==> src/rtl/multi_cycle_control_fsm.sv <==
// Multi-cycle RISC-V main control FSM. It is a Moore sequencer that drives the ALU
// op code, the datapath mux selects and the write strobes for each instruction step.
module multi_cycle_control_fsm (
  input  logic       clk,
  input  logic       reset,
  input  logic [6:0] op,
  input  logic [2:0] funct3,
  input  logic       funct7b5,
  input  logic       zero,
  output logic [2:0] ALUControl,
  output logic [1:0] ALUSrcA,
  output logic [1:0] ALUSrcB,
  output logic [1:0] ResultSrc,
  output logic       AdrSrc,
  output logic       IRWrite,
  output logic       PCWrite,
  output logic       RegWrite,
  output logic       MemWrite,
  output logic [3:0] state,
  output logic       instr_done
);
  localparam logic [3:0] S_FETCH    = 4'd0;
  localparam logic [3:0] S_DECODE   = 4'd1;
  localparam logic [3:0] S_MEMADR   = 4'd2;
  localparam logic [3:0] S_MEMREAD  = 4'd3;
  localparam logic [3:0] S_MEMWB    = 4'd4;
  localparam logic [3:0] S_MEMWRITE = 4'd5;
  localparam logic [3:0] S_EXECR    = 4'd6;
  localparam logic [3:0] S_EXECI    = 4'd7;
  localparam logic [3:0] S_ALUWB    = 4'd8;
  localparam logic [3:0] S_BEQ      = 4'd9;
  localparam logic [3:0] S_JAL      = 4'd10;

  localparam logic [6:0] OP_LW   = 7'b0000011;
  localparam logic [6:0] OP_SW   = 7'b0100011;
  localparam logic [6:0] OP_R    = 7'b0110011;
  localparam logic [6:0] OP_I    = 7'b0010011;
  localparam logic [6:0] OP_BEQ  = 7'b1100011;
  localparam logic [6:0] OP_JAL  = 7'b1101111;

  logic [3:0] r_state, w_next;
  logic [2:0] w_funct_op;
  logic       w_irw, w_pcw, w_rw, w_mw, w_done;

  always_ff @(posedge clk or posedge reset) begin
    if (reset) r_state <= S_FETCH;
    else       r_state <= w_next;
  end

  // Only R-type sub honours funct7b5; addi with bit 30 set is still an add.
  always_comb begin
    w_funct_op = 3'b111;
    case (funct3)
      3'b000:  w_funct_op = (op == OP_R && funct7b5) ? 3'b001 : 3'b000;
      3'b010:  w_funct_op = 3'b101;
      3'b100:  w_funct_op = 3'b011;
      3'b110:  w_funct_op = 3'b110;
      3'b111:  w_funct_op = 3'b010;
      default: w_funct_op = 3'b111;
    endcase
  end

  always_comb begin
    w_next     = S_FETCH;
    ALUControl = 3'b000;
    ALUSrcA    = 2'b00;
    ALUSrcB    = 2'b00;
    ResultSrc  = 2'b00;
    AdrSrc     = 1'b0;
    w_irw      = 1'b0;
    w_pcw      = 1'b0;
    w_rw       = 1'b0;
    w_mw       = 1'b0;
    w_done     = 1'b0;
    case (r_state)
      S_FETCH: begin
        ALUSrcB   = 2'b10;
        ResultSrc = 2'b10;
        w_irw     = 1'b1;
        w_pcw     = 1'b1;
        w_next    = S_DECODE;
      end
      S_DECODE: begin
        ALUSrcA = 2'b01;
        ALUSrcB = 2'b01;
        case (op)
          OP_LW, OP_SW: w_next = S_MEMADR;
          OP_R:         w_next = S_EXECR;
          OP_I:         w_next = S_EXECI;
          OP_BEQ:       w_next = S_BEQ;
          OP_JAL:       w_next = S_JAL;
          default: begin
            w_next = S_FETCH;
            w_done = 1'b1;
          end
        endcase
      end
      S_MEMADR: begin
        ALUSrcA = 2'b10;
        ALUSrcB = 2'b01;
        w_next  = (op == OP_LW) ? S_MEMREAD : S_MEMWRITE;
      end
      S_MEMREAD: begin
        AdrSrc = 1'b1;
        w_next = S_MEMWB;
      end
      S_MEMWB: begin
        ResultSrc = 2'b01;
        w_rw      = 1'b1;
        w_done    = 1'b1;
      end
      S_MEMWRITE: begin
        AdrSrc = 1'b1;
        w_mw   = 1'b1;
        w_done = 1'b1;
      end
      S_EXECR: begin
        ALUSrcA    = 2'b10;
        ALUControl = w_funct_op;
        w_next     = S_ALUWB;
      end
      S_EXECI: begin
        ALUSrcA    = 2'b10;
        ALUSrcB    = 2'b01;
        ALUControl = w_funct_op;
        w_next     = S_ALUWB;
      end
      S_ALUWB: begin
        w_rw   = 1'b1;
        w_done = 1'b1;
      end
      S_BEQ: begin
        ALUSrcA    = 2'b10;
        ALUControl = 3'b001;
        w_pcw      = zero;
        w_done     = 1'b1;
      end
      S_JAL: begin
        ALUSrcA = 2'b01;
        ALUSrcB = 2'b10;
        w_pcw   = 1'b1;
        w_next  = S_ALUWB;
      end
      default: w_next = S_FETCH;
    endcase
  end

  // Writes are gated by reset so an aborted instruction commits nothing.
  assign IRWrite    = w_irw  & ~reset;
  assign PCWrite    = w_pcw  & ~reset;
  assign RegWrite   = w_rw   & ~reset;
  assign MemWrite   = w_mw   & ~reset;
  assign instr_done = w_done & ~reset;
  assign state      = r_state;
endmodule

==> config.mk <==
export PLATFORM = sky130hd
export DESIGN_NAME = multi_cycle_control_fsm
export DESIGN_NICKNAME = d
export VERILOG_FILES = /design/src/rtl/multi_cycle_control_fsm.sv
export SDC_FILE = /design/constraint.sdc
export NUM_CORES = 1
export LEC_CHECK = 0
export CORE_MARGIN = 5
export CORE_UTILIZATION = 36
export CTS_CLUSTER_SIZE = 28
export DETAILED_ROUTE_END_ITERATION = 8
export PLACE_DENSITY = 0.78
export RECOVER_POWER = 100
export SYNTH_ARGS = -nofsm -noshare
export SYNTH_HDL_FRONTEND = slang
export SYNTH_SLANG_ARGS = --single-unit
==> constraint.sdc <==
create_clock -name clk -period 1.3 [get_ports clk]
set_input_delay 0.26 -clock clk [delete_from_list [all_inputs] [get_ports clk]]
set_output_delay 0.26 -clock clk [all_outputs]
set_load 0.01 [all_outputs]
### Word-level counts from Yosys, hierarchy flattened

Index checks and enable logic that the tools add are counted.
W data, S select, Z words.

| word-level totals | value |
|---|---|
| bits in latches | 0 |
| memories kept | 0 |
| logic and storage cells | 57 |
| bits in read-only memories | 0 |
| bits in writable memories | 0 |
| register bits | 4 |

| operators by class | value |
|---|---|
| add/subtract/negate cells | 0 |
| divide/modulo/power cells | 0 |
| $mul | 0 |
| eq/ne operators | 20 |
| magnitude comparators | 0 |
| bitwise logic cells | 6 |
| shift-type cells | 0 |
| reductions and logical operators | 14 |
| mux-type cells | 16 |

Operators with widths:

| operator | number |
|---|---|
| $pmux W4 S5 | 2 |
| $eq A4 B3 Y1 const B | 4 |
| $pmux W3 S5 | 1 |
| $eq A7 B6 Y1 const B | 2 |
| $eq A7 B7 Y1 const B | 2 |
| $eq A4 B4 Y1 const B | 3 |
| $pmux W2 S2 | 3 |
| $reduce_or A2 Y1 | 6 |
| $eq A3 B3 Y1 const B | 3 |
| $eq A4 B2 Y1 const B | 2 |
| $reduce_or A4 Y1 | 2 |
| $eq A7 B2 Y1 const B | 1 |
| $eq A7 B5 Y1 const B | 1 |
| $mux W1 | 6 |
| $pmux W3 S2 | 1 |
| $reduce_or A3 Y1 | 2 |
| $reduce_or A6 Y1 | 1 |
| $and A1 B1 Y1 | 5 |
| $eq A4 B1 Y1 const B | 1 |
| $logic_not A4 Y1 | 1 |
| $pmux W1 S2 | 2 |
| $eq A3 B2 Y1 const B | 1 |
| $logic_not A3 Y1 | 1 |
| $mux W3 | 1 |
| other kinds (2) | 2 |

### Longest topological paths before layout

| depth | value |
|---|---|
| word-level depth | 5 |
| mapped depth | 5 |
| depth with buffers taken out | 3 |

### Worst setup path before layout

No wires, ideal clock.

| timing path | value |
|---|---|
| kind | register -> output |
| from | register r_state[0] (netlist: state[0]) |
| to | output IRWrite |
| arrival | 1.226 ns |
| required time | 1.040 ns |
| setup slack | -0.186 ns |
| buffers on the path | 2 |
| cell stages (with the launch flop) | 4 |
| cell sequence | dfrtp_1 clkbuf_2 buf_1 nor4_1 |

| between the ends | value |
|---|---|
| word-level cells in the longest chain between the ends | 3 |

Ends and longest elaborated chain:

| what | RTL line | RTL |
|---|---|---|
| start, declared | 41 | `logic [3:0] r_state, w_next;` |
| start signal, assigned | 47 | `else r_state <= w_next;` |
| $logic_not A4 Y1 | 75 | `case (r_state)` |
| $mux W1 | 75 |  |
| $and A1 B1 Y1 | 149 | `assign IRWrite = w_irw & ~reset;` |
| end, declared | 15 | `output logic IRWrite,` |

No other way between the ends.

### Worst setup path after layout

| timing path | value |
|---|---|
| from | register r_state[1] (netlist: state[1]) |
| to | output ResultSrc[0] |

| between the ends | value |
|---|---|
| word-level cells in the longest chain between the ends | 2 |
| elaborated cells between the ends (all ways) | 3 |
| those cells by class | eq/ne: 1; mux: 1; reduce/logical: 1 |

Ends and longest elaborated chain:

| what | RTL line | RTL |
|---|---|---|
| $eq A4 B3 Y1 or $logic_not A4 Y1 (tied branches) | 75 |  |
| $pmux W2 S2 * | 75 |  |
| end, declared | 13 | `output logic [1:0] ResultSrc,` |

Every way passes the cells marked *; elsewhere a longest branch is shown, timed or not.

==> qor.txt <==
Failing checks - setup timing
H-tree levels - 1
Register area - 105.1 um2
Final wirelength - 3645 um
Max FO, Critical Path - 6
IO Port Bufs - 32
Leakage - 0.6065 nW
Net Count, Synth - 86
Synth Area in Adders - 0%
Critical Path Sink Type - output port
Die Ht - 49.11 um
Dpl hpwl - 1611 um
First drt pass iteration count - 4
Initial Util - 37.41%
Post-synth top cells - 6 x nand2_1, 6 x nor2_1, 6 x nor3_1, 5 x nor3b_1
# clock sinks - 4
Die area - 2411 um2
Yosys reg bits - 4
Fin crit period - 1.752 ns
RSZ-0062 raised after global routing - yes
Final setup viols - 20
Post-Synth XOR/XNOR Area - 6.364%
Tot GR Track Use - 22.74%
Clock skew - 0.007227 ns
Fin worst setup slack - -0.4524 ns
Mapped Area - 550.5 um2
Peak supply drop - 1191 uV
Placed cell area - 1141 um2
Layout area overhead - 152.3%
Async SR Flop Fraction - 100.0%
Initial antenna violation count - 0
Library cells used by synthesis - 32
FILL cells - 45
Post-synth EDFFs - 0
Largest family of logic cells by synthesized area - simple AND/OR/NAND/NOR gates
Number of vias per cell - 6.152
Area of the multi-input gates - 624.3 um2
YS warnings - 0
Num ports - 33
Largest net degree at the start of global routing - 7
Global-route wire length before repair - 4236 um
Post-synthesis compound-gate area fraction - 25.68%
DRT iter0 DRCs - 30
DR WL/cell - 23.07 um
Post-synthesis mux area share - 0%
Max Buffers Root-to-Sink - 2
Dpl ws - -0.8915 ns
Largest register FFs - 4
CORE AREA - 1471 um2
Critical Path AT - 1.49 ns
GP Congestion - 0.9088
Core Rows - 14
Vias in the first global route - 930
Max Slew Vio Count - 0
Worst-path clk slew - 0.04 ns
Worst hold-check path type - input pin to async pin
Simple-gate share of the synthesized area - 43.86%
Final Net Count - 158
Cells after Synth - 72
Vias post-DR - 972
Critical path class - register to output port
Area leader, netlist - dfrtp_1
Predominant post-synthesis flop cell - dfrtp_1
CP Data Required Time - 1.04 ns
CTS tree - yes
Pwr Density - 998.1 nW/um2
Skew-Pair Late Insertion Delay - 0.25 ns
Max Fclk - 0.5706 GHz
Drt drc - 0
# diodes - 0
# hold bufs at CTS - 0
Cts bufs inserted - 3
Share of layout cells above drive strength 1 - 69.01%
Actual slew at the worst max-slew pin - 0.3113 ns
Status - finished, violations left
Die X - 49.11 um
Sequential fraction of the synthesis area - 18.18%
Final Cycle Share - 134.8%
CTS root buffer - clkbuf_4
Antenna viol nets, final - 0
Cell area after layout - 1389 um2
Total gr overflow - 0
Slew headroom - 79.06%
Area share of the largest cell type after synthesis - 18.18%
Max-cap viol count - 0
Mean post-synth cell area - 7.646 um2
Final Hold Viols - 0
Crit path launch type - register
Main area contributors after synthesis - dfrtp_1 18%, nor3b_1 6.8%, nor3_1 5.5%
[cell usage in the layout, fill, tap and decap left out, types with 2 or more instances in the layout]
cell / instances
nand2_1: 5
buf_4: 21
nor3b_1: 2
a21oi_2: 3
clkdlybuf4s50_1: 5
o22a_1: 2
nand2b_4: 2
o21ai_1: 2
nor2_1: 2
buf_6: 21
nor2_4: 3
dfrtp_2: 4
dlygate4sd2_1: 7
clkbuf_4: 4
xnor2_4: 2
nand3b_1: 3
nor3b_2: 3
buf_2: 15
nor3_2: 5
[metal layers]
| layer | vias up | track usage (%) | wire (um) |
|---|---|---|---|
| met5 | - | 0 | 0 |
| met4 | 0 | 15.70 | 168 |
| met3 | 17 | 5.199 | 274 |
| met2 | 64 | 41.63 | 1926 |
| met1 | 470 | 21.75 | 1275 |
| li1 | 421 | - | - |
[critical path, cell delays in order, from the launching register on]
cell and delay (ns):
dfrtp_2 0.46, buf_6 0.14, buf_6 0.12, buf_6 0.11, nor3_2 0.23, buf_2 0.19
[repair_timing]
action,CTS,global route
setup buffers,7,5
setup endpoints to repair,23,22
gates resized for setup,107,29
pin swaps,12,7
[area by class of cell]
cell class	instances	share of cell area [%]
Clock buffer	3	1.622
Inverter	1	0.2703
Multi-Input combinational cell	61	44.96
Sequential cell	4	7.568
Tap cell	16	1.441
Timing Repair Buffer	73	44.14
[path summary, 6_finish.rpt]
check                                     end                from  slack (ns)  cells past startpoint
max                              ResultSrc[0]  state[1]$_DFF_PP0_       -0.45                      5
min                        state[1]$_DFF_PP0_               reset        0.29                      3
max reg2reg                state[3]$_DFF_PP0_  state[3]$_DFF_PP0_       -0.13                      3
min reg2reg                state[0]$_DFF_PP0_  state[2]$_DFF_PP0_        0.83                      3
max in group asynchronous  state[0]$_DFF_PP0_               reset        0.81                      3
min in group clk           state[1]$_DFF_PP0_               op[6]        0.63                      4
[per-stage QoR]
| stage | power, W | cells | utilization, % | setup TNS (ns) | hold WS, ns |
|---|---|---|---|---|---|
| 2_1_floorplan | 0.0005530 | 72 | - | -0.3474 | 0.03441 |
| 3_3_place_gp | 0.001025 | 143 | 77.55 | -9.684 | 0.6750 |
| 3_5_place_dp | 0.001044 | 143 | 77.55 | -10.14 | 0.7027 |
| 4_1_cts | 0.001251 | 153 | 87.07 | -4.275 | 0.2431 |
| 5_1_grt | 0.001454 | 158 | 94.39 | -6.430 | 0.3403 |
| 6_report | 0.001386 | 158 | 94.39 | -5.580 | 0.2917 |
[power breakdown]
group / internal (W) / switching (W)
logic: 0.000542 / 0.000495
registers: 0.000148 / 0.0000415
clock network: 0.000103 / 0.0000562
[cell families (layout without fill, tap and decap cells)]
logic type,Yosys count,after routing
AOI/OAI and AO/OA,18,18
and+or+nand+nor,39,39
buffers and inverters,7,77
xor gates and xnor gates,4,4
DFF,4,4
Note: power is estimated with default switching activity, not from simulation.
==> patch (config.mk and constraints unchanged) <==
Register the output `IRWrite`, without a reset; this adds one clock of latency there. The other outputs are not delayed to match.
--- a/src/rtl/multi_cycle_control_fsm.sv
+++ b/src/rtl/multi_cycle_control_fsm.sv
@@ -147,5 +147,7 @@
 
   // Writes are gated by reset so an aborted instruction commits nothing.
-  assign IRWrite    = w_irw  & ~reset;
+  always_ff @(posedge clk) begin
+    IRWrite <= w_irw  & ~reset;
+  end
   assign PCWrite    = w_pcw  & ~reset;
   assign RegWrite   = w_rw   & ~reset;
Behaviour: not the same (a bounded check fails within 4 cycles, from zero or initial values and one cycle with reset high).
==> patch against the original RTL <==
  * The run now fails in global routing (5_1_grt)
  * Area after synthesis decreased by 1.1%
==> patch: results <==
set metrics [dict create \
    status "stopped before the end" \
    lastStage "global routing (5_1_grt)" \
    error_line "[ERROR DPL-0038] Utilization greater than 100%, impossible to legalize" \
    syn_nets 90 \
    synth-async-reset-ratio 0.8000 \
    numCtsBuffers 3 \
    ys_warn_count 0 \
    routabilityCongestion 0.8178 \
    synth_cell_types 29 \
    dp_cells 148 \
    post-dp-hpwl_um 1819 \
    yosysSeqAreaShare 0.2207 \
    grt-worst-endpoint "ALUSrcA[0]" \
    cts_buffer_depth 2 \
    synth_common_cells "8 x nor3_1, 7 x nand2_1, 7 x nor2_1" \
    avgSynthCellArea_um2 7.161 \
    grt_max_degree 9 \
    worst_endpoint_kind "top-level output" \
    placedInstanceArea_um2 1099 \
    cts-root-buf "clkbuf_4" \
    port_buffers 32 \
    synth_area_leaders "dfrtp_1 18%, nor3_1 7.4%, o21a_1 5.5%" \
    clock-sinks 5 \
    cts_htree_levels 1 \
    synth-main-ff-cell "dfrtp_1" \
    netlist_area_um2 544.3 \
]
[patch: cell count changes after synthesis, moves of 2 or more]
cell      delta
xnor2_1      -2
inv_1        +3
nor3_1       +2
nor2b_1      +2
a211oi_1     +3
o22a_1       -2
nor3b_1      -5
o32ai_1      -2
o21a_1       +4
nand3_1      +2
[patch: per-stage QoR]
stage	hold slack (ns)	setup TNS, ns	setup WS, ns
4_1_cts	0.4194	-4.457	-0.4192
2_1_floorplan	0.05583	-0.3207	-0.1200
3_5_place_dp	0.6663	-9.446	-0.8528
3_3_place_gp	0.6512	-8.703	-0.8253
[patch: timing repair]
item                       CTS
buffers inserted            10
gates resized for setup    105
pin swaps                   17
hold buffers                 0
setup endpoints to repair   23
hold endpoints to repair     0
[patch: kinds of logic after synthesis]
logic type | share of synthesized area
AND/OR/NAND/NOR | 0.4322
buffers and inverters | 0.06205
AO/OA/AOI/OAI | 0.2368
flip-flops | 0.2207
XOR/XNOR | 0.04828
